### config.mk
export PLATFORM = sky130hd
export DESIGN_NAME = decoder_poly_writer_flat
export DESIGN_NICKNAME = d
export VERILOG_FILES = /design/src/rtl/decoder_poly_writer_pkg.sv /design/src/rtl/decoder_poly_writer_if.sv /design/src/rtl/decoder_poly_writer_poly_count.sv /design/src/rtl/decoder_poly_writer.sv /design/src/flat_wrapper.sv
export SDC_FILE = /design/constraint.sdc
export NUM_CORES = 1
export LEC_CHECK = 0
export BUFFER_PORTS_ARGS = -buffer_cell sky130_fd_sc_hd__buf_2
export CORE_ASPECT_RATIO = 0.8
export CORE_UTILIZATION = 49
export CTS_BUF_LIST = sky130_fd_sc_hd__clkbuf_2
export DETAILED_ROUTE_END_ITERATION = 8
export HOLD_SLACK_MARGIN = 0.05
export PLACE_DENSITY_LB_ADDON = 0.05
export SLEW_MARGIN = 40
export SYNTH_ARGS = -nofsm -noshare
export SYNTH_HDL_FRONTEND = slang
export SYNTH_HIERARCHICAL = 1
export SYNTH_SLANG_ARGS = --single-unit
### constraint.sdc
create_clock -name clk -period 2.3 [get_ports clk]
set_input_delay 0.69 -clock clk [delete_from_list [all_inputs] [get_ports clk]]
set_output_delay 0.69 -clock clk [all_outputs]
set_load 0.05 [all_outputs]
### src/rtl/decoder_poly_writer_pkg.sv
// decoder_poly_writer_pkg: shared widths, Dilithium constants, encode modes and FSM states
package decoder_poly_writer_pkg;
  localparam int COEFF_W = 23;
  localparam int OUTPUT_W = 4;
  localparam int POLY_IDX_W = 3;
  localparam int WORD_IDX_W = 6;
  localparam int BEAT_W = OUTPUT_W * COEFF_W;
  localparam int ADDR_W = POLY_IDX_W + WORD_IDX_W;
  localparam int WORDS_PER_POLY = 64;
  localparam logic [COEFF_W-1:0] DILITHIUM_Q = 23'd8380417;
  localparam logic [3:0] K_LVL2 = 4'd4;
  localparam logic [3:0] K_LVL3 = 4'd6;
  localparam logic [3:0] K_LVL5 = 4'd8;
  localparam logic [3:0] L_LVL2 = 4'd4;
  localparam logic [3:0] L_LVL3 = 4'd5;
  localparam logic [3:0] L_LVL5 = 4'd7;
  typedef enum logic [2:0] {
    ENCODE_T0 = 3'd0,
    ENCODE_T1 = 3'd1,
    ENCODE_S1 = 3'd2,
    ENCODE_S2 = 3'd3,
    ENCODE_W1 = 3'd4,
    ENCODE_Z  = 3'd5
  } encode_e;
  typedef enum logic [1:0] {IDLE, RUN, LAST} state_e;
endpackage

### src/rtl/decoder_poly_writer_if.sv
// decoder_poly_writer_if: decoder beat stream in, polynomial RAM write port out
interface decoder_poly_writer_if;
  import decoder_poly_writer_pkg::*;
  logic [BEAT_W-1:0] samples;
  logic valid_i;
  logic ready_o;
  logic wr_en;
  logic [ADDR_W-1:0] wr_addr;
  logic [BEAT_W-1:0] wr_data;
  modport master (input samples, valid_i, output ready_o, wr_en, wr_addr, wr_data);
  modport slave (output samples, valid_i, input ready_o, wr_en, wr_addr, wr_data);
endinterface

### src/rtl/decoder_poly_writer_poly_count.sv
// dpw_poly_count: decodes (sec_lvl, encode_mode) into polynomial count and legality
module dpw_poly_count
  import decoder_poly_writer_pkg::*;
(
  input  logic [2:0] sec_lvl,
  input  logic [2:0] encode_mode,
  output logic [3:0] n_poly,
  output logic       legal
);
  logic use_l;
  logic [3:0] k, l;
  always_comb begin
    use_l = encode_mode == ENCODE_S1 || encode_mode == ENCODE_Z;
    k = sec_lvl == 3'd2 ? K_LVL2 : sec_lvl == 3'd3 ? K_LVL3 : K_LVL5;
    l = sec_lvl == 3'd2 ? L_LVL2 : sec_lvl == 3'd3 ? L_LVL3 : L_LVL5;
    legal = sec_lvl inside {3'd2, 3'd3, 3'd5} && encode_mode <= ENCODE_Z;
    n_poly = legal ? (use_l ? l : k) : 4'd0;
  end
endmodule

### src/rtl/decoder_poly_writer.sv
// decoder_poly_writer: writes decoder beats into polynomial RAM; DECODER_POLY_WRITER_RANGE_CHECK_EN adds range_err
module decoder_poly_writer
  import decoder_poly_writer_pkg::*;
(
  input  logic       clk,
  input  logic       rst,
  input  logic       start,
  input  logic       abort,
  input  logic [2:0] sec_lvl,
  input  logic [2:0] encode_mode,
  decoder_poly_writer_if.master bus,
  output logic       busy,
  output logic       done,
  output logic       cfg_err
`ifdef DECODER_POLY_WRITER_RANGE_CHECK_EN
  ,
  output logic       range_err
`endif
);
  state_e state, state_n;
  logic [3:0] n_poly_cfg, n_poly;
  logic legal, go, accept, last_beat;
  logic [POLY_IDX_W-1:0] poly_idx;
  logic [WORD_IDX_W-1:0] word_idx;

  dpw_poly_count u_count (.sec_lvl(sec_lvl), .encode_mode(encode_mode), .n_poly(n_poly_cfg), .legal(legal));

  assign bus.ready_o = state == RUN;
  assign busy = state != IDLE;
  assign done = state == LAST;
  assign go = state == IDLE && start && !abort;
  assign accept = bus.valid_i && bus.ready_o && !abort;
  assign last_beat = word_idx == WORD_IDX_W'(WORDS_PER_POLY - 1) && {1'b0, poly_idx} == n_poly - 4'd1;

  always_comb begin
    state_n = abort ? IDLE :
              go && legal ? RUN :
              accept && last_beat ? LAST :
              state == LAST ? IDLE : state;
  end

  always_ff @(posedge clk or negedge rst) begin
    if (!rst) begin
      state <= IDLE;
      n_poly <= '0;
      poly_idx <= '0;
      word_idx <= '0;
      cfg_err <= 1'b0;
      bus.wr_en <= 1'b0;
      bus.wr_addr <= '0;
      bus.wr_data <= '0;
    end else begin
      state <= state_n;
      cfg_err <= go && !legal;
      bus.wr_en <= accept;
      if (go && legal) begin
        n_poly <= n_poly_cfg;
        poly_idx <= '0;
        word_idx <= '0;
      end
      if (accept) begin
        bus.wr_addr <= {poly_idx, word_idx};
        bus.wr_data <= bus.samples;
        word_idx <= word_idx + 1'b1;
        if (&word_idx) poly_idx <= poly_idx + 1'b1;
      end
    end
  end

`ifdef DECODER_POLY_WRITER_RANGE_CHECK_EN
  logic over;
  always_comb begin
    over = 1'b0;
    for (int i = 0; i < OUTPUT_W; i++) over = over | (bus.samples[i*COEFF_W +: COEFF_W] >= DILITHIUM_Q);
  end
  always_ff @(posedge clk or negedge rst) begin
    if (!rst) range_err <= 1'b0;
    else if (go) range_err <= 1'b0;
    else if (accept && over) range_err <= 1'b1;
  end
`endif
endmodule

### src/flat_wrapper.sv
// flat-port wrapper written by rule: the top's interface ports become plain ports
module decoder_poly_writer_flat import decoder_poly_writer_pkg::*;
  (clk, rst, start, abort, sec_lvl, encode_mode, busy, done, cfg_err, bus_samples, bus_valid_i, bus_ready_o, bus_wr_en, bus_wr_addr, bus_wr_data);
  decoder_poly_writer_if bus_i ();
  input  logic clk;
  input  logic rst;
  input  logic start;
  input  logic abort;
  input  logic [2:0] sec_lvl;
  input  logic [2:0] encode_mode;
  output logic busy;
  output logic done;
  output logic cfg_err;
  input wire logic [$bits(bus_i.samples)-1:0] bus_samples;
  input wire logic [$bits(bus_i.valid_i)-1:0] bus_valid_i;
  output wire logic [$bits(bus_i.ready_o)-1:0] bus_ready_o;
  output wire logic [$bits(bus_i.wr_en)-1:0] bus_wr_en;
  output wire logic [$bits(bus_i.wr_addr)-1:0] bus_wr_addr;
  output wire logic [$bits(bus_i.wr_data)-1:0] bus_wr_data;
  assign bus_i.samples = bus_samples;
  assign bus_i.valid_i = bus_valid_i;
  assign bus_ready_o = bus_i.ready_o;
  assign bus_wr_en = bus_i.wr_en;
  assign bus_wr_addr = bus_i.wr_addr;
  assign bus_wr_data = bus_i.wr_data;
  decoder_poly_writer u_core (.clk(clk), .rst(rst), .start(start), .abort(abort), .sec_lvl(sec_lvl), .encode_mode(encode_mode), .bus(bus_i), .busy(busy), .done(done), .cfg_err(cfg_err));
endmodule
Yosys cells after proc, flatten, opt, wreduce, memory -nomap -nowiden
Index checks and enable logic that the tools add are counted.
{ "classes": {"addsub": 3, "order_cmp": 1, "n_eq_ne": 9, "mux": 15, "reduce_logical": 18} }
{ "op_table": {"columns": ["operator", "count"], "rows": [
  ["4-bit 2-to-1 mux", 4],
  ["2-bit 2-to-1 mux", 6],
  ["6-bit 2-to-1 mux", 2],
  ["3-bit by 2-bit equality test with 1-bit output, second input constant", 3],
  ["1-bit logical AND", 9],
  ["3-bit 2-to-1 mux", 3],
  ["6-bit by 1-bit adder with 6-bit output, second input constant", 1],
  ["3-bit equality test, second input constant", 2],
  ["6-bit equality test, second input constant", 1],
  ["6-bit AND reduction", 1],
  ["3-bit by 4-bit equality test with 1-bit output", 1],
  ["2-bit nonzero test", 2],
  ["4-bit nonzero test", 1],
  ["4-bit by 1-bit subtractor with 4-bit output, second input constant", 1],
  ["3-bit by 1-bit adder with 3-bit output, second input constant", 1],
  ["3-bit <= comparator, second input constant", 1],
  ["3-bit nonzero test", 1],
  ["2-bit by 1-bit equality test with 1-bit output, second input constant", 1],
  ["2-bit equality test, second input constant", 1],
  ["1-bit logical NOT", 2],
  ["2-bit logical NOT", 1],
  ["1-bit logical OR", 1]
]} }
{ "word_totals": {"ff_bits": 118, "in_bits": 103, "out_inout_bits": 106, "elab_cells": 54} }

Longest topological paths before layout
Gate-level depths: netlist of run 1.
{ "logic_depth": {"depth_word": 7, "mapped_depth": 8, "mapped_depth_nobuf": 6} }

By module
The synthesis of run 1 kept the hierarchy.
{ "by_module_without_submodules": {"columns": ["module", "instances", "cells_each", "area_each_um2", "seq_area_each_um2"], "rows": [
  ["decoder_poly_writer", 1, 510, 4644.5, 2952.8],
  ["dpw_poly_count", 1, 17, 130.1, 0.0]
]} }

Worst setup path before layout of run 1
OpenSTA, ideal clock, no wires.
{ "synth_timing": {"path_kind": "input port to flip-flop", "from": "input port sec_lvl[1]", "to": "register u_core.n_poly[0]", "setup_time_ns": 0.125, "arrival_time_ns": 1.880, "required_time_ns": 2.175, "slack_ns": 0.295, "cell_stages": 5, "n_path_buf": 0, "path_cell_list": "nand2b_4 or2_1 a21oi_1 nand2_1 mux2_2"} }
{ "synth_between": {"elab_chain_len": 4, "elab_cells_between_ends": 10, "classes_between": "eq/ne (3); mux (4); reduce/logical (3)"} }
{ "synth_rtl": {"columns": ["item", "line", "rtl"], "rows": [
  ["from (decl)", "flat_wrapper.sv:9", "input logic [2:0] sec_lvl;"],
  ["3-bit by 2-bit equality test with 1-bit output / 3-bit equality test (equally long branches)", "decoder_poly_writer_poly_count.sv:16", "legal = sec_lvl inside {3'd2, 3'd3, 3'd5} && encode_mode <= ENCODE_Z;"],
  ["3-bit nonzero test (*)", "decoder_poly_writer_poly_count.sv:16", null],
  ["1-bit logical AND (*)", "decoder_poly_writer_poly_count.sv:16", null],
  ["via u_core.legal", "decoder_poly_writer.sv:22", "logic legal, go, accept, last_beat;"],
  ["4-bit 2-to-1 mux / 1-bit logical AND (equally long branches)", "decoder_poly_writer_poly_count.sv:17, decoder_poly_writer.sv:56", null],
  ["to (signal assigned)", "decoder_poly_writer.sv:57", "n_poly <= n_poly_cfg;"],
  ["to (decl)", "decoder_poly_writer.sv:21", "logic [3:0] n_poly_cfg, n_poly;"]
]} }
Mark *: on every way through the listed nets, which the timed path passes. The rest lies on a longest branch.
A chain may end at the register's enable or synchronous reset.

Worst setup path in the final report of run 1
{ "layout_timing": {"from": "register u_core.state[0]", "to": "output port done"} }
{ "layout_between": {"elab_chain_len": 1} }
{ "layout_rtl": {"columns": ["item", "line", "rtl"], "rows": [
  ["from (decl)", "decoder_poly_writer.sv:20", "state_e state, state_n;"],
  ["from (signal assigned)", "decoder_poly_writer.sv:53", "state <= state_n;"],
  ["2-bit equality test", "decoder_poly_writer.sv:30", "assign done = state == LAST;"],
  ["to (decl)", "flat_wrapper.sv:12", "output logic done;"]
]} }
No other way between the ends.

==> flow_metrics.tcl, run 1 <==
set metrics [dict create \
    cts_root_buf "clkbuf_2" \
    diodes 0 \
    hold_buffers 0 \
    critPathCaptureType "primary output" \
    grt_overflow_total 0 \
    htree_num_levels 4 \
    pin_count 209 \
    place_hpwl_um 7670 \
    first_pass_iters 5 \
    drt_iter0_markers 269 \
    numPortBuffers 208 \
    syn_area_per_cell_um2 9.06 \
    drc 0 \
    reg2reg_to "u_core/state[0]$_DFFE_PN0P_" \
    cts_tree "done" \
    pwr-share-seq 0.421 \
    via_count 4132 \
    syn_to_final_growth_pct 28.2 \
    required_ps 1610 \
    dp_cells 833 \
    insertion_delay_ps 620 \
    yosys-top-cells-count "nand2_1, dfrtp_1, buf_2" \
    peakVddDrop_mv 0.621 \
    hold_violations 0 \
    worst_slew_pin_slew_ps 657 \
    synth_top_cell_area_share 0.618 \
    final_util 0.661 \
    p_int_mw 3.44 \
    cts_buffer_depth 2 \
    max-cap-violations 0 \
    setup_tns_ps 0 \
    gp_congestion 0.800 \
    crit_path_start "u_core/state[0]$_DFFE_PN0P_" \
    track_usage 0.235 \
    p_per_area_mw_per_mm2 1090 \
    clkSinkCount 118 \
    arrival_ps 1450 \
    synth_area_mm2 0.00477 \
    p_sw_frac 0.484 \
    ys_types 38 \
    seq_area_frac_synth 0.618 \
    p_sw_mw 3.23 \
    p_clk_frac 0.144 \
    synthFlopType "dfrtp_1" \
    die-width_um 112 \
    crit_path_max_fanout 5 \
    post_drt_wl_per_cell_um 12.9 \
    synth.net_count 633 \
    yosys-top-cells-area "dfrtp_1, nand2_1, buf_2" \
    worstHoldPathType "in -> async" \
    grt_max_degree 119 \
    yosysWarnings 6 \
    grt_pass1_vias 3941 \
    critical_path.top_delay_family "flip-flops" \
    finalNonFillerCells 865 \
    max_slew_margin 0.562 \
    clk_pin_slew_worst_paths_ps 150 \
    grt_pass1_wl_um 18700 \
    crit_type "reg -> out" \
    final_antenna_net_count 0 \
    slowest_delay_ps 470 \
    power.leakage_nw 3.68 \
    start_util 0.515 \
    finClkSkew_ps 23.1 \
    layout-drive-gt1-share 0.347 \
    reg2reg_depth 6 \
    nets 845 \
    setup_viol_count_final 0 \
    core_mm2 0.00927 \
    vias_per_cell 4.78 \
    postSynthCellCount 527 \
    rsz0062_at_grt "false" \
    r2r_slack_ps 410 \
    finalPower_mw 6.67 \
    status "completed" \
    path_cells "nor2b_1 -> buf_2" \
    crit_path_end "done" \
    period_needed_ps 2140 \
    die_h_um 90.3 \
    synth_edf_count 0 \
    synth_most_common_cell "nand2_1" \
    critical_path_buf_inv_count 1 \
    p_comb_frac 0.436 \
    async_flop_share 1.00 \
    period_share 0.929 \
    yosysTopAreaCell "dfrtp_1" \
    routed_wirelength_um 11200 \
    dieArea_mm2 0.0101 \
    crit_path_top_delay_cell "dfrtp_2" \
    grt_antenna_before_repair 0 \
    max_clock_freq_mhz 468 \
    path_depth 2 \
    synth_seq_cells 118 \
    r2r-start "u_core/n_poly[0]$_DFFE_PN0P_" \
    cp-start-kind "register" \
    drv_slew 0 \
    placementRows 31 \
    cts_made_buffers 17 \
]
==> final cells by class <==
cell class                 count  area (µm²)
tap                          115         144
sequential                   118        2960
timing repair buffer         217        1150
multi-input combinational    379        1710
clock buffer                  22         110
fill                         808        3150
clock inverter                 8        36.3
inverter                       6        23.8
==> power groups by stage <==
stage / Clock (mW) / Combinational (mW) / Sequential [mW]
final: 0.957 / 2.90 / 2.81
after global routing: 1.10 / 3.08 / 2.87
after CTS: 1.00 / 2.92 / 2.81
after detailed placement: 0 / 2.92 / 2.85
after global placement: 0 / 2.89 / 2.84
after floorplan: 0 / 0.448 / 4.54
==> layout by cell type (no fill, tap or decap), types with 2 or more instances in the layout <==
cell,instances
dfrtp_2,2
mux2_2,4
o22ai_1,2
clkbuf_2,22
o21ai_0,10
and2_1,2
nand4_1,3
buf_12,3
nand2b_1,3
a31oi_1,3
dfrtp_1,116
nor2_1,2
clkinv_1,3
buf_2,207
inv_1,5
o21ai_1,2
nand3_1,5
nand2_1,310
ha_1,3
nor2b_1,4
a21oi_1,3
buf_4,7
clkinv_2,6
xor2_1,5
==> per-stage QoR <==
step	instance area, µm²	hold WS (ps)	setup slack (ps)
after floorplan	4770	394	295
after global placement	5960	451	213
after detailed placement	5960	456	159
after CTS	6100	112	37.4
after global routing	6120	126	29.0
final	6120	121	163
==> flip-flops by register name, summed over array words and instances, names as in the netlist <==
| name | flops |
|---|---|
| u_core/bus.wr_data | 92 |
| u_core/bus.wr_addr | 9 |
| u_core/word_idx | 6 |
| u_core/n_poly | 4 |
| u_core/poly_idx | 3 |
| u_core/state | 2 |
| u_core/bus.wr_en | 1 |
| u_core/cfg_err | 1 |
==> cells by family after synthesis <==
group	Yosys count	share of synthesized area
adders and majority gates	3	0.00786
muxes	4	0.00943
and+or+nand+nor	341	0.291
AOI/OAI and AO/OA	26	0.0354
xor gates and xnor gates	5	0.00917
buffers and inverters	30	0.0283
DFF	118	0.618
==> worst register-to-register path, cell delays in order (launching register included) <==
cell      delay, ps
dfrtp_1         420
inv_1            60
ha_1            200
xor2_1          180
or4_4           490
a311oi_2        310
o21ai_0         130
==> what timing repair did <==
action	CTS	global route
cloned	0	0
gates resized for setup	1	2
buffers inserted	0	2
setup endpoints to repair	1	3
==> worst min-delay path by stage <==
stage / end / slack, ps / cells after the start
after floorplan: u_core/bus.wr_addr[0]$_DFFE_PN0P_ / 390 / 0
after global placement: u_core/bus.wr_data[68]$_DFFE_PN0P_ / 450 / 2
after detailed placement: u_core/bus.wr_data[83]$_DFFE_PN0P_ / 460 / 2
after CTS: u_core/bus.wr_addr[7]$_DFFE_PN0P_ / 110 / 2
after global routing: u_core/state[1]$_DFFE_PN0P_ / 130 / 2
final: u_core/state[1]$_DFFE_PN0P_ / 120 / 2
==> layer usage <==
| metal | GRT usage | share of wire | vias up |
|---|---|---|---|
| li1 | - | - | 2069 |
| met1 | 0.303 | 0.44 | 1894 |
| met2 | 0.374 | 0.47 | 155 |
| met3 | 0.0826 | 0.068 | 14 |
| met4 | 0.0767 | 0.017 | 0 |
| met5 | 0 | 0 | - |
No activity file was read; power rests on OpenSTA's default activity.
==> run 2, diff against run 1 <==
--- a/config.mk
+++ b/config.mk
@@ -12,6 +12,7 @@
 export DETAILED_ROUTE_END_ITERATION = 8
 export HOLD_SLACK_MARGIN = 0.05
 export PLACE_DENSITY_LB_ADDON = 0.05
+export REMOVE_ABC_BUFFERS = 1
 export SLEW_MARGIN = 40
 export SYNTH_ARGS = -nofsm -noshare
 export SYNTH_HDL_FRONTEND = slang
==> run 2 against run 1 <==
  * Power grew 5.2%
  * Worst hold slack gained 92 ps
  * Clock-buffer cell count shrank 3
  * Non-clock buffer count grew 5
  * Highest routed layer unchanged
  * Die area is the same
  * Global-route usage grew 0.79 points
  * Cell count grew 0.81%
  * Sequential power is essentially flat
==> flow_metrics.tcl, run 2 (synthesis results as in run 1) <==
set metrics [dict create \
    status "completed" \
    via_count 4193 \
    period_share 0.949 \
    gp_congestion 0.847 \
    finalNonFillerCells 872 \
    reg_top3 "u_core/bus.wr_data: 92 flops, u_core/bus.wr_addr: 9 flops, u_core/word_idx: 6 flops" \
    max_clock_freq_mhz 458 \
    arrival_ps 1490 \
    grt_antenna_before_repair 0 \
    rsz0062_at_grt "true" \
    diodes 0 \
    grt_overflow_total 0 \
    die-width_um 112 \
    p_int_mw 3.67 \
    reg2reg_depth 6 \
    track_usage 0.243 \
    crit_path_top_delay_cell "dfrtp_2" \
    peakVddDrop_mv 0.556 \
    largest-register "u_core/bus.wr_data" \
    period_needed_ps 2180 \
    p_clk_frac 0.183 \
    wl_met3_um 760 \
    worst_slew_pin_slew_ps 448 \
    syn_to_final_growth_pct 30.7 \
    hold_depth 3 \
    critical_path_buf_inv_count 2 \
    wl_met2_um 5770 \
    numPortBuffers 208 \
    core_mm2 0.00927 \
    path_depth 3 \
    dp_cells 835 \
    p_per_area_mw_per_mm2 1120 \
    routed_wirelength_um 11600 \
    slowest_delay_ps 480 \
    place_area_mm2 0.00596 \
    insertion_delay_ps 650 \
    die_h_um 90.3 \
    setup_viol_count_final 0 \
    cp-start-kind "register" \
    p_sw_mw 3.34 \
    post_drt_wl_per_cell_um 13.3 \
    pwr-share-seq 0.401 \
    grt_max_degree 108 \
    final_antenna_net_count 0 \
    cts_root_buf "clkbuf_2" \
    drc 0 \
    layout-drive-gt1-share 0.353 \
    dieArea_mm2 0.0101 \
    start_util 0.515 \
    place_hpwl_um 8240 \
    cts_made_buffers 17 \
    htree_num_levels 4 \
    largest_reg_flops 92 \
    max_slew_margin 0.701 \
    setup_ws_ps 118 \
    clk_pin_slew_worst_paths_ps 200 \
    p_sw_frac 0.476 \
    crit_path_max_fanout 6 \
    grt_pass1_vias 4168 \
    top_layer "met4" \
    p_comb_frac 0.416 \
    vias_per_cell 4.81 \
    critPathCaptureType "primary output" \
    power.leakage_nw 3.71 \
    first_pass_iters 4 \
    grt_pass1_wl_um 19400 \
    clkSinkCount 118 \
    crit_type "reg -> out" \
    drv_slew 0 \
    max-cap-violations 0 \
    layout.cells.most_common "nand2_1" \
    pin_count 209 \
    cts_tree "done" \
    drt_iter0_markers 261 \
    required_ps 1610 \
    finalInstanceArea_mm2 0.00624 \
    place_ws_ps 160 \
    placementRows 31 \
    final_cell_mix "nand2_1, buf_2, dfrtp_1" \
    multi_input_area_mm2 0.00171 \
    path_cells "nor2_2 -> inv_1 -> buf_4" \
    finClkSkew_ps 32.9 \
    m1WireLength_um 4920 \
    nets 850 \
    critical_path.top_delay_family "flip-flops" \
    worstHoldPathType "in -> reg" \
    regArea_mm2 0.00295 \
    cts_buffer_depth 2 \
    fillers 796 \
    hold_violations 0 \
]
run 2: final timing paths:
path / endpoint / startpoint / slack, ps
min in group asynchronous: u_core/bus.wr_addr[1]$_DFFE_PN0P_ / rst / 470
setup / recovery: busy / u_core/state[0]$_DFFE_PN0P_ / 120
max in group asynchronous: u_core/bus.wr_data[67]$_DFFE_PN0P_ / rst / 1160
setup reg to reg: u_core/state[0]$_DFFE_PN0P_ / u_core/n_poly[0]$_DFFE_PN0P_ / 460
hold / removal: u_core/bus.wr_data[53]$_DFFE_PN0P_ / bus_samples[53] / 210
hold reg to reg: u_core/bus.wr_addr[6]$_DFFE_PN0P_ / u_core/bus.wr_addr[6]$_DFFE_PN0P_ / 490
run 2: final cells by class:
type	instances	area share
flip-flops and latches	118	0.474
multi-input cells	379	0.273
well taps	115	0.0231
inverters	6	0.00381
repair buffers	222	0.190
clock inverters	13	0.0213
clock buffers	19	0.0152
run 2: timing repair:
| action | in CTS | in global routing |
|---|---|---|
| buffers inserted | 3 | 1 |
| resized for setup | 1 | 7 |
| endpoints found under the setup margin | 3 | 3 |
| hold endpoints to repair | 26 | 0 |
| hold buffers | 1 | 0 |
| pin swaps | 0 | 1 |
run 2: layer usage:
| metal | track usage | vias to the layer above |
|---|---|---|
| met5 | 0 | - |
| li1 | - | 2078 |
| met1 | 0.310 | 1936 |
| met2 | 0.391 | 167 |
| met3 | 0.0711 | 12 |
| met4 | 0.0989 | 0 |
run 2: through the flow:
stage	hold WS (ps)	setup TNS, ps	util	power [mW]
final	213	0	0.673	7.01
after global placement	453	0	0.643	5.73
after floorplan	394	-335630	-	4.98
after global routing	139	-13.2	0.673	7.39
after CTS	133	0	0.671	7.08
after detailed placement	457	0	0.643	5.79
run 2: power by group through the flow:
stage | Sequential (mW) | Clock, mW | Combinational (mW)
after floorplan | 4.53 | 0 | 0.444
after global placement | 2.84 | 0 | 2.89
after detailed placement | 2.86 | 0 | 2.93
after CTS | 2.82 | 1.33 | 2.94
after global routing | 2.88 | 1.42 | 3.09
final | 2.81 | 1.28 | 2.92
run 2: tightest hold or removal path: cells and delay by family:
kind / cells / cell delay [ps]
buffers and inverters: 1 / 70
and+or+nand+nor: 2 / 90
==> run 3, diff against run 2 <==
--- a/config.mk
+++ b/config.mk
@@ -7,12 +7,13 @@
 export LEC_CHECK = 0
 export BUFFER_PORTS_ARGS = -buffer_cell sky130_fd_sc_hd__buf_2
 export CORE_ASPECT_RATIO = 0.8
-export CORE_UTILIZATION = 49
-export CTS_BUF_LIST = sky130_fd_sc_hd__clkbuf_2
+export CORE_UTILIZATION = 47
+export CTS_BUF_LIST = sky130_fd_sc_hd__clkbuf_4 sky130_fd_sc_hd__clkbuf_8 sky130_fd_sc_hd__clkbuf_16
 export DETAILED_ROUTE_END_ITERATION = 8
 export HOLD_SLACK_MARGIN = 0.05
 export PLACE_DENSITY_LB_ADDON = 0.05
 export REMOVE_ABC_BUFFERS = 1
+export SETUP_SLACK_MARGIN = 0.3
 export SLEW_MARGIN = 40
 export SYNTH_ARGS = -nofsm -noshare
 export SYNTH_HDL_FRONTEND = slang
==> run 3 against run 2 <==
  * Utilization grew 0.67 points
  * Combinational power is essentially flat
  * Worst hold slack gained 3.5 ps
  * Flip-flop and latch count is the same
  * Fmax grew 12%
==> flow_metrics.tcl, run 3 (synthesis results as in run 1) <==
set metrics [dict create \
    core_mm2 0.00977 \
    grt_pass1_wl_um 19100 \
    clk_pin_slew_worst_paths_ps 50 \
    largest_reg_flops 92 \
    path_cells "nor2b_1 -> clkbuf_4" \
    cp-start-kind "register" \
    htree_num_levels 4 \
    ctsResizeCount 1 \
    drt_iter0_markers 228 \
    hold_violations 0 \
    track_usage 0.239 \
    worst_slew_pin_slew_ps 469 \
    status "completed" \
    cts_root_buf "clkbuf_16" \
    drv_slew 0 \
    place_hpwl_um 8450 \
    p_sw_mw 3.44 \
    nets 845 \
    finClkSkew_ps 6.87 \
    grt_antenna_before_repair 0 \
    crit_path_max_fanout 7 \
    syn_to_final_growth_pct 39.1 \
    routed_wirelength_um 12100 \
    grt_pass1_vias 3951 \
    power.leakage_nw 3.88 \
    max-cap-violations 0 \
    post-cts-setup-buffers 0 \
    cts_tree "done" \
    p_per_area_mw_per_mm2 1280 \
    gp_congestion 0.777 \
    dieArea_mm2 0.0106 \
    layout-drive-gt1-share 0.351 \
    placementRows 32 \
    post_drt_wl_per_cell_um 13.7 \
    p_comb_frac 0.342 \
    die-width_um 115 \
    place_area_mm2 0.00600 \
    vias_per_cell 4.76 \
    crit_path_top_delay_cell "dfrtp_2" \
    worstHoldPathType "in -> async" \
    insertion_delay_ps 400 \
    first_pass_iters 5 \
    pwr-share-seq 0.333 \
    grt_max_degree 108 \
    numPortBuffers 208 \
    cts_buffer_depth 2 \
    required_ps 1610 \
    drc 0 \
    pin_count 209 \
    max_clock_freq_mhz 514 \
    largest-register "u_core/bus.wr_data" \
    max_slew_margin 0.687 \
    setup_viol_count_final 0 \
    finalInstanceArea_mm2 0.00664 \
    layout.cells.most_common "nand2_1" \
    r2r_slack_ps 420 \
    rsz0062_at_grt "true" \
    critPathCaptureType "primary output" \
    p_int_mw 5.07 \
    clkSinkCount 118 \
    slowest_delay_ps 450 \
    via_count 4225 \
    period_needed_ps 1950 \
    grt_overflow_total 0 \
    arrival_ps 1260 \
    period_share 0.846 \
    critical_path_buf_inv_count 1 \
    cts_made_buffers 17 \
    critical_path.top_delay_family "flip-flops" \
    hold_buffers 0 \
    diodes 0 \
    crit_type "reg -> out" \
    p_clk_frac 0.325 \
    peakVddDrop_mv 0.773 \
    start_util 0.489 \
    die_h_um 92.2 \
    final_antenna_net_count 0 \
    final_cell_mix "nand2_1, buf_2, dfrtp_1" \
    p_sw_frac 0.405 \
    reg_top3 "u_core/bus.wr_data: 92 flops, u_core/bus.wr_addr: 9 flops, u_core/word_idx: 6 flops" \
    final_util 0.680 \
]
run 3: cell count changes in the layout (fill, tap and decap cells not counted):
cell / change
buf_4: -8
inv_6: -1
clkbuf_8: +6
dlygate4sd3_1: -1
clkinv_1: -1
clkbuf_4: +3
clkinv_2: +1
clkbuf_16: +17
buf_12: +1
bufinv_16: +1
buf_2: +1
clkbuf_2: -19
clkinvlp_4: -5
run 3: cell type report:
| type | instances | area, µm² |
|---|---|---|
| clock inverter | 8 | 118 |
| tap | 136 | 170 |
| timing repair buffer | 217 | 1150 |
| fill | 840 | 3130 |
| multi-input combinational | 379 | 1710 |
| clock buffer | 24 | 515 |
| inverter | 6 | 23.8 |
| sequential | 118 | 2950 |
run 3: final timing paths:
kind / depth (start not counted) / startpoint / end
setup / recovery: 2 / u_core/state[0]$_DFFE_PN0P_ / bus_ready_o
hold / removal: 1 / rst / u_core/bus.wr_data[42]$_DFFE_PN0P_
setup reg to reg: 6 / u_core/n_poly[0]$_DFFE_PN0P_ / u_core/state[0]$_DFFE_PN0P_
hold reg to reg: 2 / u_core/bus.wr_data[66]$_DFFE_PN0P_ / u_core/bus.wr_data[66]$_DFFE_PN0P_
max in group asynchronous: 2 / rst / u_core/bus.wr_data[43]$_DFFE_PN0P_
min in group clk: 2 / u_core/bus.wr_data[66]$_DFFE_PN0P_ / u_core/bus.wr_data[66]$_DFFE_PN0P_
run 3: per-stage QoR:
step	power [mW]	setup WS (ps)	TNS, ps	cells	hold WS, ps
6_report	8.51	355	0	888	217
5_1_grt	8.88	293	0	888	242
3_3_place_gp	5.74	203	0	856	451
4_1_cts	8.58	316	0	888	233
2_1_floorplan	4.98	-3530	-335630	503	394
3_5_place_dp	5.79	175	0	856	457
run 3: layer usage:
| metal | GRT usage | wire length, µm |
|---|---|---|
| met3 | 0.0674 | 854 |
| met1 | 0.284 | 5060 |
| met2 | 0.404 | 6020 |
| met5 | 0 | 0 |
| met4 | 0.110 | 204 |
run 3: power groups by stage:
stage	Clock (mW)	Sequential [mW]	Combinational [mW]
final	2.76	2.83	2.91
after global placement	0	2.84	2.89
after CTS	2.81	2.83	2.94
after detailed placement	0	2.86	2.93
after global routing	2.89	2.90	3.09
after floorplan	0	4.53	0.444
run 3: worst register-to-register path, stage by stage (launching register included):
cell and delay, ps:
dfrtp_1 400, inv_1 60, ha_1 200, xor2_1 180, or4_4 490, a311oi_2 300, o21ai_0 100
